**src/rtl/regfile_writeback_if.sv**
```systemverilog
// Result handshake bundle between the ALU / load unit and the
// register-file write-back controller.
//
// Signals (producer -> controller unless noted):
//   AluValid/AluDest/AluData    ALU result offer
//   AluReady  (controller->)    ALU result accepted when AluValid & AluReady
//   LoadValid/LoadDest/LoadData load result offer
//   LoadReady (controller->)    load result accepted when LoadValid & LoadReady
interface regfile_writeback_if #(
    parameter int DATA_W = 32,
    parameter int ADDR_W = 4
);
    logic              AluValid;
    logic              AluReady;
    logic [ADDR_W-1:0] AluDest;
    logic [DATA_W-1:0] AluData;
    logic              LoadValid;
    logic              LoadReady;
    logic [ADDR_W-1:0] LoadDest;
    logic [DATA_W-1:0] LoadData;

    modport master (
        output AluValid,
        output AluDest,
        output AluData,
        output LoadValid,
        output LoadDest,
        output LoadData,
        input  AluReady,
        input  LoadReady
    );

    modport slave (
        input  AluValid,
        input  AluDest,
        input  AluData,
        input  LoadValid,
        input  LoadDest,
        input  LoadData,
        output AluReady,
        output LoadReady
    );
endinterface

```
**src/rtl/regfile_writeback.sv**
```systemverilog
// Write-side controller for the register file: buffers ALU and load
// results in an in-order FIFO, drains one write per cycle, and keeps a
// per-register busy scoreboard for the issue logic.
//
// Ports:
//   clk, reset   single rising-edge clock, synchronous active-high reset
//   res          result handshakes (slave side of regfile_writeback_if)
//   IssueValid   an issued instruction will write IssueDest
//   IssueDest    destination of the issued instruction
//   Destination  register-file write index (registered)
//   Din          register-file write data (registered)
//   WriteEn      register-file write strobe, one cycle per write
//   Busy         scoreboard, bit r = write to r outstanding
//   Pending      entries currently held in the FIFO
module regfile_writeback #(
    parameter int DATA_W     = 32,
    parameter int ADDR_W     = 4,
    parameter int FIFO_DEPTH = 4,
    localparam int NREG      = 1 << ADDR_W,
    localparam int PTR_W     = $clog2(FIFO_DEPTH),
    localparam int CNT_W     = PTR_W + 1
) (
    input  logic              clk,
    input  logic              reset,
    regfile_writeback_if.slave res,
    input  logic              IssueValid,
    input  logic [ADDR_W-1:0] IssueDest,
    output logic [ADDR_W-1:0] Destination,
    output logic [DATA_W-1:0] Din,
    output logic              WriteEn,
    output logic [NREG-1:0]   Busy,
    output logic [CNT_W-1:0]  Pending
);

    logic [ADDR_W-1:0] dest_mem [FIFO_DEPTH];
    logic [DATA_W-1:0] data_mem [FIFO_DEPTH];

    logic [PTR_W-1:0] wr_ptr;
    logic [PTR_W-1:0] rd_ptr;
    logic [PTR_W-1:0] alu_slot;
    logic [CNT_W-1:0] free;

    logic load_rdy;
    logic alu_rdy;
    logic load_acc;
    logic alu_acc;
    logic pop;

    logic [ADDR_W-1:0] head_dest;
    logic [DATA_W-1:0] head_data;

    logic [NREG-1:0] set_mask;
    logic [NREG-1:0] clr_mask;

    // Free space is taken from the registered count only; a pop in the
    // same cycle never lends credit to an incoming result.
    assign free = CNT_W'(FIFO_DEPTH) - Pending;

    // Load wins the last free slot, so the ALU side looks at LoadValid.
    always_comb begin
        load_rdy = 1'b0;
        alu_rdy  = 1'b0;
        if (!reset) begin
            load_rdy = (free >= CNT_W'(1));
            alu_rdy  = (free >= CNT_W'(2)) ||
                       ((free == CNT_W'(1)) && !res.LoadValid);
        end
    end

    assign res.LoadReady = load_rdy;
    assign res.AluReady  = alu_rdy;

    assign load_acc = res.LoadValid && load_rdy;
    assign alu_acc  = res.AluValid && alu_rdy;
    assign pop      = (Pending != '0);

    // When both arrive together the load goes first in FIFO order.
    assign alu_slot = wr_ptr + PTR_W'(load_acc);

    assign head_dest = dest_mem[rd_ptr];
    assign head_data = data_mem[rd_ptr];

    always_comb begin
        set_mask = '0;
        clr_mask = '0;
        if (IssueValid) begin
            set_mask[IssueDest] = 1'b1;
        end
        if (pop) begin
            clr_mask[head_dest] = 1'b1;
        end
    end

    // Storage needs no reset: entries are only read below Pending.
    always_ff @(posedge clk) begin
        if (load_acc) begin
            dest_mem[wr_ptr] <= res.LoadDest;
            data_mem[wr_ptr] <= res.LoadData;
        end
        if (alu_acc) begin
            dest_mem[alu_slot] <= res.AluDest;
            data_mem[alu_slot] <= res.AluData;
        end
    end

    always_ff @(posedge clk) begin
        if (reset) begin
            wr_ptr  <= '0;
            rd_ptr  <= '0;
            Pending <= '0;
        end else begin
            wr_ptr  <= wr_ptr + PTR_W'(load_acc) + PTR_W'(alu_acc);
            rd_ptr  <= rd_ptr + PTR_W'(pop);
            Pending <= Pending + CNT_W'(load_acc) + CNT_W'(alu_acc)
                       - CNT_W'(pop);
        end
    end

    // Destination/Din keep their last value while the FIFO is empty.
    always_ff @(posedge clk) begin
        if (reset) begin
            WriteEn     <= 1'b0;
            Destination <= '0;
            Din         <= '0;
        end else begin
            WriteEn <= pop;
            if (pop) begin
                Destination <= head_dest;
                Din         <= head_data;
            end
        end
    end

    // A new issue to r beats the retiring write to r at the same edge.
    always_ff @(posedge clk) begin
        if (reset) begin
            Busy <= '0;
        end else begin
            Busy <= (Busy & ~clr_mask) | set_mask;
        end
    end

endmodule

```
**src/flat_wrapper.sv**
```systemverilog
// flat-port wrapper written by rule: the top's interface ports become plain ports
module regfile_writeback_flat 
#(
    parameter int DATA_W     = 32,
    parameter int ADDR_W     = 4,
    parameter int FIFO_DEPTH = 4,
    localparam int NREG      = 1 << ADDR_W,
    localparam int PTR_W     = $clog2(FIFO_DEPTH),
    localparam int CNT_W     = PTR_W + 1
)
  (clk, reset, IssueValid, IssueDest, Destination, Din, WriteEn, Busy, Pending, res_AluValid, res_AluDest, res_AluData, res_LoadValid, res_LoadDest, res_LoadData, res_AluReady, res_LoadReady);
  regfile_writeback_if #(.DATA_W(DATA_W), .ADDR_W(ADDR_W)) res_i ();
  input  logic clk;
  input  logic reset;
  input  logic IssueValid;
  input  logic [ADDR_W-1:0] IssueDest;
  output logic [ADDR_W-1:0] Destination;
  output logic [DATA_W-1:0] Din;
  output logic WriteEn;
  output logic [NREG-1:0] Busy;
  output logic [CNT_W-1:0] Pending;
  input wire logic [$bits(res_i.AluValid)-1:0] res_AluValid;
  input wire logic [$bits(res_i.AluDest)-1:0] res_AluDest;
  input wire logic [$bits(res_i.AluData)-1:0] res_AluData;
  input wire logic [$bits(res_i.LoadValid)-1:0] res_LoadValid;
  input wire logic [$bits(res_i.LoadDest)-1:0] res_LoadDest;
  input wire logic [$bits(res_i.LoadData)-1:0] res_LoadData;
  output wire logic [$bits(res_i.AluReady)-1:0] res_AluReady;
  output wire logic [$bits(res_i.LoadReady)-1:0] res_LoadReady;
  assign res_i.AluValid = res_AluValid;
  assign res_i.AluDest = res_AluDest;
  assign res_i.AluData = res_AluData;
  assign res_i.LoadValid = res_LoadValid;
  assign res_i.LoadDest = res_LoadDest;
  assign res_i.LoadData = res_LoadData;
  assign res_AluReady = res_i.AluReady;
  assign res_LoadReady = res_i.LoadReady;
  regfile_writeback #(.DATA_W(DATA_W), .ADDR_W(ADDR_W), .FIFO_DEPTH(FIFO_DEPTH)) u_core (.clk(clk), .reset(reset), .res(res_i), .IssueValid(IssueValid), .IssueDest(IssueDest), .Destination(Destination), .Din(Din), .WriteEn(WriteEn), .Busy(Busy), .Pending(Pending));
endmodule
```
**config.mk**
```make
export PLATFORM = sky130hd
export DESIGN_NAME = regfile_writeback_flat
export DESIGN_NICKNAME = d
export VERILOG_FILES = /design/src/rtl/regfile_writeback_if.sv /design/src/rtl/regfile_writeback.sv /design/src/flat_wrapper.sv
export SDC_FILE = /design/constraint.sdc
export NUM_CORES = 1
export LEC_CHECK = 0
export CAP_MARGIN = 30
export CORE_ASPECT_RATIO = 0.6
export CORE_MARGIN = 1
export CORE_UTILIZATION = 40
export CTS_BUF_LIST = sky130_fd_sc_hd__clkbuf_8
export DETAILED_ROUTE_END_ITERATION = 12
export MAX_ROUTING_LAYER = met4
export PLACE_DENSITY = 0.69
export REMOVE_ABC_BUFFERS = 1
export SYNTH_ARGS = -nofsm -noshare
export SYNTH_HDL_FRONTEND = slang
export SYNTH_SLANG_ARGS = --single-unit
export TNS_END_PERCENT = 30
```
**constraint.sdc**
```tcl
create_clock -name clk -period 6.37 [get_ports clk]
set_input_delay 1.911 -clock clk [delete_from_list [all_inputs] [get_ports clk]]
set_output_delay 1.911 -clock clk [all_outputs]
set_load 0.005 [all_outputs]
```
==> out/results.tsv <==
stage	metric	value	unit
outcome	outcome	finished clean	
drt	wl_met1	10500	um
worst_hold_path	hold_class	reg2reg	
logic_synthesis	synth_area	0.00937	mm2
logic_synthesis	yosysMostFrequentCell	edfxtp_1	
logic_synthesis	synth_cells	629	
die	ios	139	
power_and_ir_drop	ir_drop	198	uV
sta	min_period	5.23	ns
logic_synthesis	synthArstFlopShare	0	
drt	first_pass_iters	5	
logic_synthesis	synthAdderAreaFrac	0.0150	
final_layout	area_delta_synth_final	24.2	%
clock_network	h-tree-depth	1	
logic_synthesis	yosys.area.top_type	edfxtp_1	
global_route	gr-total-overflow	0	
clock_network	clkTransAtPathRegs	0.07	ns
worst_setup_path	endpoint_kind	output port	
clock_network	cts_tree	yes	
logic_synthesis	synth_area_leaders	edfxtp_1, mux2_2, dfxtp_1, mux4_2, nand2_1	
worst_setup_path	start_kind	primary input	
clock_network	ctsRootBufferMaster	clkbuf_8	
sta	fin_tns_setup	0	ns
clock_network	cts_max_path_buffers	3	
final_layout	antenna_cells	0	
drt	routed.top_layer	met4	
drt	ant_nets	0	
sta	rsz0062_at_grt	no	
drt	routed_wl	23300	um
logic_synthesis	synth_xor_area_frac	0.00561	
global_route	antenna_found_initial	0	
run	max_cap_viol_count	0	
global_route	grt_max_degree	48	
sta	setup_viol	0	
die	die_area	0.0241	mm2
logic_synthesis	synth_compound_area_frac	0.0467	
placed_design	io_buffer_count	138	
logic_synthesis	yosysUniqueCellTypes	37	
sta	max_freq	0.191	GHz
sta	hold_viol_final	0	
sta	report.final.slew_viol_count	0	
worst_setup_path	arrival	3.31	ns
logic_synthesis	ys_seq_elements	204	
final_layout	drive_above_1_share	0.290	
drt	wl_met3	1390	um
final_layout	nets	866	
global_route	grt_usage	0.203	
logic_synthesis	synth_edf_count	144	
sta	period_share	0.820	
drt	viasPerCell	5.36	
clock_network	cts_resized	0	
die	num_rows	42	
die	fp.dieW	200	um
clock_network	cts_buffers	31	
clock_network	cts_sinks	204	
logic_synthesis	yosys.area_share.simple	0.0504	
logic_synthesis	seq_area_frac_synth	0.590	
worst_setup_path	critPathRequiredTime	4.46	ns
sta	finalClockSkew	0.0137	ns
logic_synthesis	yosysWarnings	0	
power_and_ir_drop	p_leak	3.96	nW
die	core	0.0225	mm2
worst_setup_path	criticalPathCategory	in2out	
logic_synthesis	yosys.area.top_type_share	0.462	
global_route	grt_pass1_wl	35700	um
drt	drt_iter0_markers	348	
global_route	grt_pass1_vias	6320	
placed_design	dp.cells	1050	
final_layout	stdcell_count	1107	
placed_design	dp_hpwl	14700	um
clock_network	worstSkewPairLatency	0.55	ns
drt	num_vias	5933	
sta	worst_slew_pin_slew	0.884	ns
drt	dr_wl_met2	11100	um
worst_setup_path	ff2ff_setup_slack	2.30	ns
logic_synthesis	yosys-top-cells-count	edfxtp_1, mux2_2, nand2_1, dfxtp_1	
logic_synthesis	synth_top_family_by_area	multiplexers	
clock_network	cts_setup_buffers	0	
power_and_ir_drop	power.density	401	mW/mm2
die	dieHeight	121	um
sta	max_slew_margin	0.411	
drt	drcViolationCount	0	
placed_design	gp_congestion	0.846	
clock_network	postCtsHoldBufs	0	
logic_synthesis	syn_avg_cell_area	14.9	um2
logic_synthesis	synth_flop_cell	edfxtp_1	
worst_setup_path	rr_worst_depth	12	
drt	routedWlPerCell	21.1	um
logic_synthesis	muxShareOfSynthArea	0.260	
final_layout	nFillCells	1937	
worst_setup_path	path_max_fanout	20	
worst_hold_path	min_path_cells	2	
die	start_util	0.416	
[cell usage in the layout, fill, tap and decap left out, drive strengths merged, types with 8 or more instances in the layout]
| cell | synthesis | final |
|---|---|---|
| dfxtp | 60 | 60 |
| clkbuf | 15 | 38 |
| o21ai | 16 | 16 |
| mux4 | 36 | 36 |
| inv | 11 | 19 |
| clkdlybuf4s50 | 0 | 137 |
| a21oi | 36 | 36 |
| nand2 | 74 | 74 |
| edfxtp | 144 | 144 |
| o211ai | 16 | 16 |
| mux2 | 144 | 144 |
| ha | 8 | 8 |
| clkinv | 0 | 11 |
| buf | 24 | 15 |
[final timing paths]
check | start | end
min | u_core.Din[27] | u_core.Din[27]
max | reset | res_LoadReady
max reg2reg | u_core.Pending[0] | u_core.dest_mem[3][3]
min reg2reg | u_core.Din[27] | u_core.Din[27]
[where the power goes]
group,internal (mW),total [mW],switching (mW)
clock network,0.536,1.04,0.502
logic,0.833,1.64,0.804
registers,1.79,1.99,0.200
total,3.16,4.67,1.51
[flip-flops by register name (all words and copies together) (netlist names)]
register            count
u_core.WriteEn          1
u_core.Din             32
u_core.wr_ptr           2
u_core.rd_ptr           2
u_core.data_mem       128
u_core.dest_mem        16
u_core.Busy            16
u_core.Destination      4
u_core.Pending          3
[area by class of cell]
| type | instances | area [um2] | area share |
|---|---|---|---|
| Timing Repair Buffer | 152 | 1510 | 0.130 |
| Sequential cell | 204 | 5530 | 0.475 |
| Clock inverter | 19 | 77.6 | 0.00667 |
| Inverter | 11 | 41.3 | 0.00355 |
| Clock buffer | 38 | 523 | 0.0449 |
| Tap cell | 308 | 385 | 0.0331 |
| Multi-Input combinational cell | 375 | 3570 | 0.307 |
[kinds of logic (layout without fill, tap and decap cells)]
logic type | count (synthesis) | count (layout)
simple gates | 105 | 105
mux | 180 | 180
flops | 204 | 204
fa+ha+maj | 10 | 10
compound gates | 74 | 74
buf+inv | 50 | 220
xor+xnor | 6 | 6
[per-layer routing]
layer  vias to the layer above  GRT usage
met5                         -          -
met4                         0     0.0472
met3                        40     0.0349
met2                       213      0.321
met1                      2983      0.273
li1                       2697          -
[critical path: stages]
cell	delay [ns]
buf_2	0.12
inv_1	0.49
o31a_1	0.27
clkdlybuf4s50_1	0.51
[stage by stage]
| stage | area, um2 | setup slack [ns] | power (mW) | hold WS, ns | utilization |
|---|---|---|---|---|---|
| floorplan | 9100 | 0.597 | 2.92 | 0.442 | - |
| global placement | 11000 | 1.23 | 3.59 | 0.449 | 0.489 |
| detailed placement | 11000 | 1.03 | 3.68 | 0.452 | 0.491 |
| CTS | 11600 | 1.15 | 4.73 | 0.463 | 0.517 |
| global route | 11600 | 1.06 | 4.94 | 0.475 | 0.517 |
| finish | 11600 | 1.14 | 4.67 | 0.462 | 0.517 |
No activity file was read; power rests on OpenSTA's default activity.
